[src/rtl/mem_arb_pkg.sv]
// Shared types and constants for the instruction/data memory-port arbiter.
package mem_arb_pkg;

  // Arbiter sequencing states
  typedef enum logic [1:0] {
    IDLE   = 2'd0,
    ISSUE  = 2'd1,
    WAIT_R = 2'd2,
    RETIRE = 2'd3
  } arb_state_e;

  // Port owner encoding
  typedef enum logic {
    OWN_I = 1'b0,
    OWN_D = 1'b1
  } owner_e;

  // Every memory beat moves one 64-bit word
  localparam int BEAT_BYTES = 8;
  localparam int BEAT_OFF_W = $clog2(BEAT_BYTES);

endpackage

[src/rtl/rr_pick2.sv]
// Two-requester round-robin picker: a lone requester always wins; on a tie
// the requester that did not own the port last time wins.
module rr_pick2 (
  input  logic [1:0] req,
  input  logic       last,
  output logic       gnt_valid,
  output logic       gnt_id
);

  // Decode request pattern into a grant
  always_comb begin
    gnt_valid = 1'b0;
    gnt_id    = 1'b0;
    case (req)
      2'b01: begin
        gnt_valid = 1'b1;
        gnt_id    = 1'b0;
      end
      2'b10: begin
        gnt_valid = 1'b1;
        gnt_id    = 1'b1;
      end
      2'b11: begin
        gnt_valid = 1'b1;
        gnt_id    = ~last;
      end
      default: begin
        gnt_valid = 1'b0;
        gnt_id    = 1'b0;
      end
    endcase
  end

endmodule

[src/rtl/imem_dmem_arbiter.sv]
// Shares one main-memory port between icache line refills and dcache line
// fills/writebacks. A granted transaction runs as a BEATS-long burst of
// single-outstanding 64-bit beats; memory-side controls are registered while
// the per-beat handshakes back to the caches are combinational.
module imem_dmem_arbiter
  import mem_arb_pkg::*;
#(
  parameter int BEATS  = 4,
  parameter int ADDR_W = 64
) (
  input  logic              CLK,
  input  logic              RESET_N,
  input  logic              IC_REQ,
  input  logic [ADDR_W-1:0] IC_ADDR,
  output logic              IC_RVALID,
  output logic [63:0]       IC_RDATA,
  output logic              IC_DONE,
  input  logic              DC_REQ,
  input  logic              DC_WE,
  input  logic [ADDR_W-1:0] DC_ADDR,
  input  logic [63:0]       DC_WDATA,
  output logic              DC_WREADY,
  output logic              DC_RVALID,
  output logic [63:0]       DC_RDATA,
  output logic              DC_DONE,
  output logic              MEM_REQ,
  output logic              MEM_WE,
  output logic [ADDR_W-1:0] MEM_ADDR,
  output logic [63:0]       MEM_WDATA,
  input  logic              MEM_GNT,
  input  logic              MEM_RVALID,
  input  logic [63:0]       MEM_RDATA,
  output logic              BUSY
);

  localparam int BEAT_W = (BEATS > 1) ? $clog2(BEATS) : 1;
  localparam logic [BEAT_W-1:0] LAST_BEAT = BEAT_W'(BEATS - 1);
  localparam logic [ADDR_W-1:0] LINE_MASK = ~(ADDR_W'(BEATS * BEAT_BYTES - 1));

  // Transaction state
  arb_state_e        r_state;
  owner_e            r_owner;
  owner_e            r_last_owner;
  logic              r_we;
  logic [ADDR_W-1:0] r_base;
  logic [BEAT_W-1:0] r_beat;
  logic              r_mem_req;
  logic              r_mem_we;
  logic [ADDR_W-1:0] r_mem_addr;

  // Grant decode and beat datapath
  logic              w_gnt_valid;
  logic              w_gnt_id;
  owner_e            w_gnt_owner;
  logic              w_gnt_we;
  logic [ADDR_W-1:0] w_gnt_base;
  logic [BEAT_W-1:0] w_beat_nxt;
  logic              w_last_beat;
  logic              w_own_d;
  logic              w_beat_acc;
  logic              w_wr_beat;
  logic              w_rd_beat;

  // Bursts never leave the line, so the beat offset is OR-ed into the base
  function automatic logic [ADDR_W-1:0] f_beat_addr(input logic [ADDR_W-1:0] base,
                                                    input logic [BEAT_W-1:0] beat);
    return base | ADDR_W'({beat, {BEAT_OFF_W{1'b0}}});
  endfunction

  rr_pick2 u_pick (
    .req       ({DC_REQ, IC_REQ}),
    .last      (r_last_owner == OWN_D),
    .gnt_valid (w_gnt_valid),
    .gnt_id    (w_gnt_id)
  );

  // Select the winner's write flag and line base (icache is always a read)
  always_comb begin
    w_gnt_owner = owner_e'(w_gnt_id);
    w_gnt_we    = 1'b0;
    w_gnt_base  = '0;
    if (w_gnt_owner == OWN_D) begin
      w_gnt_we   = DC_WE;
      w_gnt_base = DC_ADDR & LINE_MASK;
    end else begin
      w_gnt_we   = 1'b0;
      w_gnt_base = IC_ADDR & LINE_MASK;
    end
  end

  assign w_beat_nxt  = r_beat + BEAT_W'(1);
  assign w_last_beat = (r_beat == LAST_BEAT);
  assign w_own_d     = (r_owner == OWN_D);
  // MEM_REQ is always high in ISSUE, so a GNT there is a real acceptance
  assign w_beat_acc  = (r_state == ISSUE) && MEM_GNT;
  assign w_wr_beat   = w_beat_acc && r_we;
  // Read data only counts while a read beat is outstanding
  assign w_rd_beat   = (r_state == WAIT_R) && MEM_RVALID;

  // Arbitration FSM with beat counter, transaction latches and registered memory controls
  always_ff @(posedge CLK or negedge RESET_N) begin
    if (!RESET_N) begin
      r_state      <= IDLE;
      r_owner      <= OWN_I;
      r_last_owner <= OWN_I;
      r_we         <= 1'b0;
      r_base       <= '0;
      r_beat       <= '0;
      r_mem_req    <= 1'b0;
      r_mem_we     <= 1'b0;
      r_mem_addr   <= '0;
    end else begin
      case (r_state)
        IDLE: begin
          if (w_gnt_valid) begin
            r_owner      <= w_gnt_owner;
            r_last_owner <= w_gnt_owner;
            r_we         <= w_gnt_we;
            r_base       <= w_gnt_base;
            r_beat       <= '0;
            r_mem_req    <= 1'b1;
            r_mem_we     <= w_gnt_we;
            r_mem_addr   <= w_gnt_base;
            r_state      <= ISSUE;
          end else begin
            r_state <= IDLE;
          end
        end
        ISSUE: begin
          if (MEM_GNT) begin
            if (r_we) begin
              if (w_last_beat) begin
                r_mem_req  <= 1'b0;
                r_mem_we   <= 1'b0;
                r_mem_addr <= '0;
                r_state    <= RETIRE;
              end else begin
                r_beat     <= w_beat_nxt;
                r_mem_addr <= f_beat_addr(r_base, w_beat_nxt);
                r_state    <= ISSUE;
              end
            end else begin
              r_mem_req  <= 1'b0;
              r_mem_we   <= 1'b0;
              r_mem_addr <= '0;
              r_state    <= WAIT_R;
            end
          end else begin
            r_state <= ISSUE;
          end
        end
        WAIT_R: begin
          if (MEM_RVALID) begin
            if (w_last_beat) begin
              r_state <= RETIRE;
            end else begin
              r_beat     <= w_beat_nxt;
              r_mem_req  <= 1'b1;
              r_mem_we   <= r_we;
              r_mem_addr <= f_beat_addr(r_base, w_beat_nxt);
              r_state    <= ISSUE;
            end
          end else begin
            r_state <= WAIT_R;
          end
        end
        RETIRE: begin
          // Requester gets this cycle to drop REQ before IDLE samples again
          r_state <= IDLE;
        end
        default: begin
          r_mem_req  <= 1'b0;
          r_mem_we   <= 1'b0;
          r_mem_addr <= '0;
          r_state    <= IDLE;
        end
      endcase
    end
  end

  assign MEM_REQ   = r_mem_req;
  assign MEM_WE    = r_mem_we;
  assign MEM_ADDR  = r_mem_addr;
  assign MEM_WDATA = (w_own_d && r_we) ? DC_WDATA : 64'd0;
  assign BUSY      = (r_state != IDLE);

  assign IC_RVALID = w_rd_beat && !w_own_d;
  assign IC_RDATA  = IC_RVALID ? MEM_RDATA : 64'd0;
  assign IC_DONE   = IC_RVALID && w_last_beat;

  assign DC_WREADY = w_wr_beat && w_own_d;
  assign DC_RVALID = w_rd_beat && w_own_d;
  assign DC_RDATA  = DC_RVALID ? MEM_RDATA : 64'd0;
  assign DC_DONE   = (DC_RVALID || DC_WREADY) && w_last_beat;

endmodule

[config.mk]
export PLATFORM = sky130hd
export DESIGN_NAME = imem_dmem_arbiter
export DESIGN_NICKNAME = d
export VERILOG_FILES = /design/src/rtl/mem_arb_pkg.sv /design/src/rtl/rr_pick2.sv /design/src/rtl/imem_dmem_arbiter.sv
export SDC_FILE = /design/constraint.sdc
export NUM_CORES = 1
export LEC_CHECK = 0
export ABC_CLOCK_PERIOD_IN_PS = 2100
export CAP_MARGIN = 0
export CORE_AREA = 2 2 203 205
export DETAILED_ROUTE_END_ITERATION = 8
export DIE_AREA = 0 0 205 207
export MAX_ROUTING_LAYER = met4
export PLACE_DENSITY = 0.49
export SYNTH_ARGS = -nofsm -noshare
export SYNTH_HDL_FRONTEND = slang
export SYNTH_HIERARCHICAL = 1
export SYNTH_SLANG_ARGS = --single-unit
[constraint.sdc]
create_clock -name CLK -period 2.1 [get_ports CLK]
set_input_delay 0.315 -clock CLK [delete_from_list [all_inputs] [get_ports CLK]]
set_output_delay 0.315 -clock CLK [all_outputs]
set_load 0.02 [all_outputs]
==> impl.org, run 1 <==
** Status
- Result of the run :: finished with violations
- The final reports fail on setup timing.

** Yosys
- Avg Cell Area, Syn :: 8.31 sq um
- Number of enable flip-flop cells after synthesis :: 0
- Most instantiated flip-flop cell in the synthesis netlist :: dfrtp_1
- For this run, asynchronously set or reset flops after synthesis account for 100%.
- Post-Syn Area :: 0.00730 sq mm
- The netlist uses 33 different library cells.
- Share of synthesized area occupied by flip-flops and latches :: 43.9%
- Synthesis produced 878 cells.
- Flops & latches, synth :: 128
- During synthesis, Yosys emitted a total of 6 warnings.

** Timing
- Fraction of the cycle the final worst path needs :: 105%
- Setup violations remaining at the end of the flow were counted as 118.
- Actual transition at the worst max-transition pin :: 0.507 ns
- Clk_skew :: 0.0131 ns
- Max-slew headroom :: 66.2%
- The final count of pins violating max slew was 0.
- Timing would allow up to 453 MHz.
- Unrepaired setup endpoints after global routing :: yes
- Crit path setup slack, layout :: -0.108 ns
- The final number of hold-violating endpoints is 0.
- Worst hold margin :: 0.414 ns
- Fin crit period :: 2.21 ns

** GRT
- GR peak layer :: met2
- For this run, the total global-route usage over all layers was measured as 17.0%.
- Global routing used 5.14% of the available met3 tracks.
- Total overflow reported by the global router :: 0
- The initial antenna violation count was 9.
- For met1 alone, demand over resource in global routing was 18.5%.
- The number of global-route vias before repair came to 8150.
- Wire length of the first global-routing pass :: 52.4 mm
- Pin count of the biggest net entering global routing :: 74
- Met2 Usage GRT :: 29.0%

** Floorplan
- Overall die height :: 207 um
- Number of placement rows :: 74
- Chip Width :: 205 um
- For this configuration, the core starts out at a cell density of 18.1%.
- Total die area :: 0.0424 sq mm
- 527 I/O pins were placed.
- In this run the standard cell core region covers 0.0404 sq mm.

** Setup path
- Worst endpoint required time :: 1.78 ns
- STA classifies the critical path endpoint as a primary output.
- STA classifies the critical path startpoint as a flip-flop.
- Capture point of the worst path :: DC_RDATA[63]
- The most critical setup path has its startpoint at r_state[1]$_DFF_PN0_.
- Measured in cells, the most critical reg-to-reg path has a length of 9.
- The worst setup path is of the reg -> out kind.
- Worst r2r dst :: MEM_ADDR[15]$_DFFE_PN0P_
- STA puts the critical path data arrival time at 1.89 ns.
- Register-to-register setup slack :: -0.03 ns
- Startpoint of the lowest-slack register-to-register path :: r_state[0]$_DFF_PN0_
- Crit path max fanout :: 9

** Power
- Dividing total power by cell area gives a power density of 1170 mW/mm^2.
- The share of total power dissipated in sequential elements is 23.2%.
- Clock power share :: 17.5%
- VDD sags by at most 0.000717 V.
- Fraction of power consumed by combinational cells :: 59.3%
- For this design the static power due to leakage is 7.28 nW.
- The internal power of the cells totals 10.6 mW.
- In this run the power spent charging and discharging nets is 7.61 mW.
- Net switching is 41.9% of the power.

** Finish
- Share of final-layout standard cells stronger than drive strength 1 :: 30.2%
- Leading cell types in the layout, fill and taps excluded :: clkdlybuf4s50_1, buf_6, dfrtp_1, nand2_1, and2_4
- Post-route cell area :: 0.0156 sq mm
- Nets :: 1716
- The area growth from synthesis to layout is 113%.
- Once layout is complete, the utilization of the core stands at 38.6%.
- Leaving out fill and tap cells, the most frequent cell in the layout is clkdlybuf4s50_1.

** Clock tree
- H-tree levels :: 4
- After clock tree synthesis, the clock-pin slew on the worst setup and hold paths is 0.07 ns.
- TritonCTS created 17 clock buffers.
- TritonCTS built the clock tree.
- In this run the deepest clock path goes through 2 buffers.
- The clock reaches the later pin of the worst-skew pair after 0.43 ns.
- Root buffer selected by CTS :: clkbuf_16
- The clock drives 128 sinks.

** Routing
- The first TritonRoute pass finished after 4 iterations.
- Post-route antenna net violation count :: 0
- Routed via count :: 8327
- Overall routed net length :: 38.6 mm
- Wirelength per Cell :: 19.3 um
- Vias/cell :: 4.16
- After the first detailed-routing iteration, the DRC count stood at 327.
- For this run, design rule violations remaining after detail routing come to 0.

** Job
- Number of maximum-capacitance constraint violations :: 0

** Placed design
- Once placement finished, the instance area stood at 0.0135 sq mm.
- DP Wirelength :: 26.9 mm
- Routability-driven placement finished with a final weighted congestion of 0.921.
- Number of port buffers :: 513
- Before CTS, the worst setup slack after placement is -0.339 ns.

** Min path
- The worst hold path belongs to the class in -> async.
[flip-flops by register name, indices dropped and copies added (netlist names)]
register and count:
MEM_ADDR 61, r_we 1, MEM_WE 1, r_state 2, MEM_REQ 1, r_beat 2
r_base 59, r_last_owner 1
[worst min path at each step]
| stage | startpoint | end | depth (start not counted) |
|---|---|---|---|
| 3_3_place_gp | RESET_N | r_base[41]$_DFFE_PN0P_ | 1 |
| 3_5_place_dp | RESET_N | r_base[40]$_DFFE_PN0P_ | 1 |
| 6_report | RESET_N | r_base[34]$_DFFE_PN0P_ | 2 |
| 2_1_floorplan | RESET_N | MEM_ADDR[10]$_DFFE_PN0P_ | 0 |
| 5_1_grt | RESET_N | r_base[34]$_DFFE_PN0P_ | 2 |
| 4_1_cts | RESET_N | r_base[40]$_DFFE_PN0P_ | 2 |
[logic make-up after synthesis]
family,Yosys count,share of synthesized area [%]
simple gates,398,27.5
other cells,1,0.0514
fa+ha+maj,7,1.20
flops,128,43.9
buf+inv,87,5.11
mux,62,8.54
compound gates,195,13.8
[cells in the mapped netlist, types with 8 or more instances]
| library cell | number | area share, % |
|---|---|---|
| nand2_1 | 131 | 6.7 |
| dfrtp_1 | 128 | 44 |
| mux2i_1 | 60 | 8.2 |
| a21oi_1 | 64 | 4.4 |
| inv_1 | 8 | 0.41 |
| and2_1 | 130 | 11 |
| nor2_1 | 63 | 3.2 |
| o21ai_1 | 58 | 4.0 |
| clkbuf_1 | 56 | 2.9 |
| and3_1 | 65 | 5.6 |
| o21ai_0 | 66 | 4.5 |
| buf_2 | 15 | 1.0 |
[metal layers]
metal  vias to the layer above  share of wire (%)
li1                       4081                  -
met1                      3899                 38
met2                       303                 51
met3                        44                8.0
met4                         0                2.9
met5                         -                  0
[worst max-delay path, cell delays in order, from the launching register on]
cell and delay [ns]:
dfrtp_1 0.42, ha_4 0.18, and3_4 0.18, buf_12 0.14, buf_12 0.14, buf_4 0.14
and2_4 0.15, buf_6 0.12
[what timing repair did]
action	in CTS	in global routing
resized for setup	927	128
cloned	13	13
pin swaps	8	16
hold endpoints to repair	45	0
hold buffers	1	0
setup buffers	24	6
setup endpoints to repair	221	197
[power by group through the flow]
stage / Combinational, mW / Sequential (mW) / Clock, mW
2_1_floorplan: 4.25 / 4.68 / 0
5_1_grt: 11.7 / 4.36 / 3.38
6_report: 10.8 / 4.21 / 3.18
4_1_cts: 9.48 / 4.21 / 3.29
3_5_place_dp: 9.01 / 4.23 / 0
3_3_place_gp: 8.97 / 4.18 / 0
[final cells by class]
cell class              instances  area [sq um]
flip-flops and latches        128          3210
repair buffers                626          6830
diodes                         10          25.0
clock inverters                15           200
multi-input cells             665          4190
fillers                      4085         24800
inverters                       8          30.0
well taps                     532           666
clock buffers                  17           425
[stage by stage]
| step | total power, mW | std cells | TNS (ns) |
|---|---|---|---|
| after detailed placement | 13.2 | 1906 | -38.16 |
| after floorplan | 8.93 | 880 | 0 |
| after global placement | 13.1 | 1906 | -37.46 |
| after CTS | 17.0 | 1976 | -13.36 |
| after global routing | 19.5 | 2000 | -18.14 |
| final | 18.2 | 2001 | -5.28 |
Power figures use the tool's default switching activity.
==> run 2: changes to the inputs <==
Settings changed: TNS_END_PERCENT set to 10.
==> impl.org, run 2 (synthesized netlist as in run 1, its figures left out) <==
** Finish
- The library cell used most frequently in the layout, excluding fill and tap cells, is clkdlybuf4s50_1.
- Flip-flop count of the largest register, all copies and words added :: 61 (unchanged)
- Leading cell types in the layout, fill and taps excluded :: clkdlybuf4s50_1, dfrtp_1, nand2_1, buf_6, and2_1
- Compared with the post-synthesis result, the final layout area differs by 102%.
- Final cell count without fillers :: 1960 (-2.0%)
- Share of final-layout standard cells stronger than drive strength 1 :: 22.4% (-7.7 points)
- Nets :: 1679 (-2.2%)
- The final core utilization came to 36.4% (-2.2 points).

** Routing
- The count of nets left with antenna violations after detail routing is 0 (unchanged).
- Count of unresolved DRC violations after routing :: 0 (unchanged)
- Overall routed net length :: 35.2 mm (-8.8%)
- 1st-iter DRT viols :: 297 (-9.2%)
- Detailed Routing Iterations Pass 1 :: 4 (unchanged)
- Vias/cell :: 4.06 (-2.3%)
- Wirelength per Cell :: 17.9 um (-6.9%)
- The count of vias placed by the detailed router is 7966 (-4.3%).

** Floorplan
- Chip Width :: 205 um (unchanged)
- The full die area was 0.0424 sq mm (unchanged).
- The effective utilization at floorplan is 18.1% (unchanged).
- The number of rows created at floorplan is 74 (unchanged).
- Overall die height :: 207 um (unchanged)
- Placeable core area :: 0.0404 sq mm (unchanged)
- Top-level port count :: 527 (unchanged)

** Setup path
- The flop-to-flop setup slack was 0.01 ns (+0.04 ns).
- The maximum fanout encountered on the critical timing path was 22 (+13).
- The data arrival time at the worst-slack endpoint is 1.85 ns (-0.04 ns).
- Worst endpoint required time :: 1.78 ns (about the same)
- Worst setup EP type :: primary output
- Slowest cell on the critical path :: clkdlybuf4s50_1
- Crit start category :: flip-flop
- The highest cell delay on the worst timing path was 0.60 ns (+0.18 ns).
- The critical path in this run is classified as reg -> out.
- Walking the worst path, the cells encountered are buf_4 > and3_1 > clkdlybuf4s50_1.
- On the critical path the largest part of the delay comes from buffers and inverters.
- CP Buf/Inv Count :: 2 (-2)

** Clock tree
- TritonCTS clock tree :: yes
- The number of buffers on the longest clock path was 2 (unchanged).
- The number of buffers inserted during clock tree synthesis is 17 (unchanged).
- The number of levels in the clock H-tree was 4 (unchanged).
- Clock net sink count :: 128 (unchanged)
- Root buffer selected by CTS :: clkbuf_16
- The clock slew seen by the registers of the worst setup and hold paths came to 0.07 ns (about the same).
- Skew-Pair Late Insertion Delay :: 0.43 ns (about the same)

** Timing
- Maximum operating frequency :: 463 MHz (+2.2%)
- Crit path setup slack, layout :: -0.0613 ns (+0.0467 ns)
- Final Hold Viols :: 0 (unchanged)
- Clk_skew :: 0.0122 ns (-0.000896 ns)
- Fraction of the cycle the final worst path needs :: 103% (-2.2 points)
- Fin crit period :: 2.16 ns (-0.0467 ns)
- The setup total negative slack was -1.12 ns (+4.17 ns).
- The final-layout worst hold slack was 0.411 ns (-0.00260 ns).
- Setup repair after global routing could not meet its margin everywhere.
- The final count of pins violating max slew was 0 (unchanged).
- The number of setup violations in the final report came to 46 (-61%).

** GRT
- Total overflow reported by the global router :: 0 (unchanged)
- The global-route usage over all layers came to 16.4% (-0.61 points).
- Wire length of the first global-routing pass :: 50.7 mm (-3.2%)
- Number of antenna violations at the first check in global routing :: 5 (-4)
- Pin count of the biggest net entering global routing :: 74 (unchanged)
- The number of global-route vias before repair is 7922 (-2.8%).

** Power
- The total power draw was 16.5 mW (-8.9%).
- Pleak :: 7.02 nW (-3.6%)
- The power per cell area came to 1120 mW/mm^2 (-3.6%).
- Peak ir drop on the vdd network :: 0.000705 V (-1.7%)

** Placed design
- Number of port buffers :: 513 (unchanged)
- DP Wirelength :: 26.9 mm (unchanged)
- The placer congestion estimate is 0.921 (unchanged).
- The total instance count after detailed placement is 1906 (unchanged).

** Status
- The run finished, with violations left.
- The final reports fail on setup timing.

** Job
- Number of maximum-capacitance constraint violations :: 0 (unchanged)

** Min path
- The tightest min-delay check is of the in -> async type.
[run 2: layout make-up]
| type | count | area (sq um) |
|---|---|---|
| fillers | 4208 | 25700 |
| inverters | 8 | 30.0 |
| diodes | 6 | 15.0 |
| clock buffers | 17 | 425 |
| repair buffers | 589 | 6200 |
| well taps | 532 | 666 |
| multi-input cells | 665 | 3970 |
| clock inverters | 15 | 200 |
| flip-flops and latches | 128 | 3210 |
[run 2: final timing paths]
| kind | from | depth (start not counted) | endpoint |
|---|---|---|---|
| worst max-delay path | r_last_owner$_DFFE_PN0P_ | 3 | MEM_WDATA[22] |
| worst min-delay path | RESET_N | 2 | r_base[34]$_DFFE_PN0P_ |
| worst max register to register | r_state[1]$_DFF_PN0_ | 7 | MEM_WE$_DFFE_PN0P_ |
| worst min register to register | r_base[5]$_DFFE_PN0P_ | 2 | r_base[5]$_DFFE_PN0P_ |
| max in group asynchronous | RESET_N | 3 | r_we$_DFFE_PN0P_ |
| min in group CLK | r_base[5]$_DFFE_PN0P_ | 2 | r_base[5]$_DFFE_PN0P_ |
[run 2: report_power, final]
| part | internal, mW | switching [mW] | total, mW |
|---|---|---|---|
| logic | 4.08 | 5.10 | 9.18 |
| registers | 3.61 | 0.590 | 4.20 |
| clock network | 1.91 | 1.25 | 3.17 |
| total | 9.60 | 6.94 | 16.5 |
[run 2: repair_timing]
action                                 4_1_cts  5_1_grt
setup buffers                                7        1
pin swaps                                    5       13
cloned                                       5        2
endpoints found under the hold margin       45        0
hold buffers                                 1        0
gates resized for setup                    789      129
setup endpoints to repair                  221      229
[run 2: metal layers]
metal | track usage [%] | vias up | wire, um
met3 | 5.10 | 29 | 2930
met2 | 28.1 | 279 | 17800
met4 | 4.89 | 0 | 689
met1 | 18.1 | 3671 | 13800
li1 | - | 3987 | -
met5 | - | - | 0
[run 2: worst register-to-register path: cells and delay by family, from the launching register on]
family	cells	cell delay [ns]
adders and majority gates	1	0.19
AOI/OAI and AO/OA	2	0.64
muxes	1	0.34
buffers and inverters	3	0.36
DFF	1	0.43
[run 2: stage by stage]
step | area (sq um) | setup slack, ns
global placement | 13500 | -0.314
finish | 14700 | -0.0613
detailed placement | 13500 | -0.339
global route | 14700 | -0.158
floorplan | 7300 | 0.123
CTS | 14300 | -0.163
==> run 3: changes to the inputs <==
Settings changed: CORE_AREA 2 2 203 205 to 2 2 206 208, CTS_BUF_LIST set to sky130_fd_sc_hd__clkbuf_4, DIE_AREA 0 0 205 207 to 0 0 208 210, PLACE_DENSITY 0.49 to 0.48.
==> impl.org, run 3 (synthesized netlist as in run 1, its figures left out) <==
** Routing
- Detailed Routing Iterations Pass 1 :: 5 (+1)
- The number of DRC markers after the initial detailed-route iteration came to 404 (+36%).
- Wirelength per Cell :: 18.0 um (+0.49%)
- Count of unresolved DRC violations after routing :: 0 (unchanged)
- The post-detailed-route via-to-cell ratio came to 4.07 (about the same).
- The count of nets left with antenna violations after detail routing was 0 (unchanged).
- The wire length after detailed routing was 35.3 mm (+0.28%).
- The count of vias placed by the detailed router came to 7957 (-0.11%).

** Timing
- Setup repair after global routing could not meet its margin everywhere.
- Count of pins over their slew limit :: 0 (unchanged)
- The number of setup violations in the final report is 133 (+190%).
- Fin crit period :: 2.36 ns (+0.203 ns)
- Worst hold margin :: 0.257 ns (-0.154 ns)
- Crit path setup slack, layout :: -0.265 ns (-0.203 ns)
- The achievable clock frequency is 423 MHz (-8.6%).
- The final clock skew was 0.0246 ns (+0.0123 ns).
- Fraction of the cycle the final worst path needs :: 113% (+9.7 points)
- The setup total negative slack came to -24.97 ns (-23.85 ns).
- Final Hold Viols :: 0 (unchanged)

** Finish
- The final core utilization came to 34.0% (-2.4 points).
- The final instance area is 0.0141 sq mm (-4.0%).
- The library cell used most frequently in the layout, excluding fill and tap cells, is clkdlybuf4s50_1.
- Nets :: 1670 (-0.54%)
- Flip-flop count of the largest register, all copies and words added :: 61 (unchanged)
- In the layout the commonest cells are clkdlybuf4s50_1, nand2_1, dfrtp_1, buf_6, and2_1.
- From synthesis to final layout, the design area changed by 93.5%.
- The share of post-route cells with drive strength above 1 came to 24.1% (+1.6 points).

** Clock tree
- The TritonCTS sink count came to 128 (unchanged).
- Root buffer selected by CTS :: clkbuf_4
- The number of buffers inserted during clock tree synthesis is 17 (unchanged).
- The number of levels in the clock H-tree was 4 (unchanged).
- The number of buffers on the longest clock path was 2 (unchanged).
- The clock insertion delay at the later pin of the skew report is 0.56 ns (+0.13 ns).
- TritonCTS built the clock tree.
- Clock transition at the register clock pins on the worst setup and hold paths after CTS :: 0.13 ns (+0.06 ns)

** Setup path
- Crit start category :: flip-flop
- Worst setup EP type :: primary output
- Among all stages on the critical path, the largest delay is contributed by dfrtp_1.
- CP Buf/Inv Count :: 4 (+2)
- The signal on the critical path passes through inv_2 > ha_4 > nand2_4 > nor2_4 > buf_8 > clkbuf_16 > and2_1 > buf_6.
- Worst endpoint required time :: 1.78 ns (about the same)
- Broken down by cell family, the worst path's largest delay share belongs to buffers and inverters.
- Register-to-register setup slack :: 0.03 ns (+0.02 ns)
- Type of the setup path with the least slack :: reg -> out
- Crit path max fanout :: 7 (-68%)
- Delay of the slowest critical-path stage :: 0.42 ns (-0.18 ns)
- Worst Path Arrival :: 2.05 ns (+0.20 ns)

** GRT
- The remaining global-route overflow was 0 (unchanged).
- The wire length of the first global-routing pass came to 50.7 mm (-0.11%).
- Via count of the first global-routing pass :: 7865 (-0.72%)
- Combined global-route utilization of all metal layers :: 15.8% (-0.62 points)
- The initial antenna violation count came to 4 (-1).
- Pin count of the biggest net entering global routing :: 70 (-5.4%)

** Floorplan
- Top-level port count :: 527 (unchanged)
- The die outline height was 210 um (+1.4%).
- Number of placement rows :: 75 (+1.4%)
- The chip width is 208 um (+1.5%).
- Starting utilization of the core area :: 17.6% (-0.48 points)
- The full die area is 0.0437 sq mm (+2.9%).
- Placeable core area :: 0.0415 sq mm (+2.7%)

** Min path
- Class of the tightest hold or removal check :: in -> async

** Power
- Pleak :: 6.76 nW (-3.6%)
- PwrDens :: 1080 mW/mm^2 (-4.0%)
- The maximum vdd drop is 0.000735 V (+4.2%).

** Status
- Result of the run :: finished with violations
- Violated checks :: setup timing

** Placed design
- The number of input and output port buffers inserted was 513 (unchanged).
- The estimated wirelength of the detail-placed design is 27.0 mm (+0.24%).
- Post-DP Area :: 0.0134 sq mm (-0.22%)
- The worst slack at placement came to -0.321 ns (+0.0180 ns).
- The placer congestion estimate is 0.871 (-5.4%).

** Job
- The number of max-cap violations came to 0 (unchanged).
[run 3: what timing repair did]
action                                  4_1_cts  5_1_grt
setup buffers                                 2        5
gates resized for setup                     824      159
endpoints found under the setup margin      198      232
hold endpoints to repair                     47        0
pin swaps                                     3       17
hold buffers                                  1        0
cloned                                        2        4
[run 3: report_power, final]
group          internal (mW)  switching [mW]
Combinational           4.07            5.15
Sequential              3.59           0.581
Clock                  0.835            1.01
[run 3: area by class of cell]
type	count	area [sq um]
Multi-Input combinational cell	665	3970
Tap cell	539	674
Sequential cell	128	3210
Antenna cell	4	10.0
Inverter	8	32.5
Clock buffer	18	135
Clock inverter	14	166
Fill cell	4417	27400
Timing Repair Buffer	580	5920
[run 3: path summary, 6_finish.rpt]
path,depth (start not counted),endpoint,from
setup / recovery,8,IC_RDATA[63],r_state[0]$_DFF_PN0_
hold / removal,2,MEM_ADDR[40]$_DFFE_PN0P_,RESET_N
setup reg to reg,9,MEM_ADDR[44]$_DFFE_PN0P_,r_state[1]$_DFF_PN0_
hold reg to reg,2,r_base[10]$_DFFE_PN0P_,r_base[10]$_DFFE_PN0P_
max in group asynchronous,3,MEM_ADDR[26]$_DFFE_PN0P_,RESET_N
min in group CLK,3,r_we$_DFFE_PN0P_,DC_WE
[run 3: through the flow]
| stage | power [mW] | cells |
|---|---|---|
| 3_3_place_gp | 13.1 | 1906 |
| 3_5_place_dp | 13.2 | 1906 |
| 4_1_cts | 15.2 | 1943 |
| 2_1_floorplan | 8.93 | 880 |
| 6_report | 15.2 | 1956 |
| 5_1_grt | 16.5 | 1956 |
[run 3: routing by layer]
layer | global-route usage [%] | up-vias | share of wire, %
li1 | - | 3969 | -
met1 | 18.4 | 3680 | 41
met2 | 27.5 | 280 | 52
met3 | 3.49 | 28 | 5.6
met4 | 3.99 | 0 | 1.3
met5 | - | - | 0
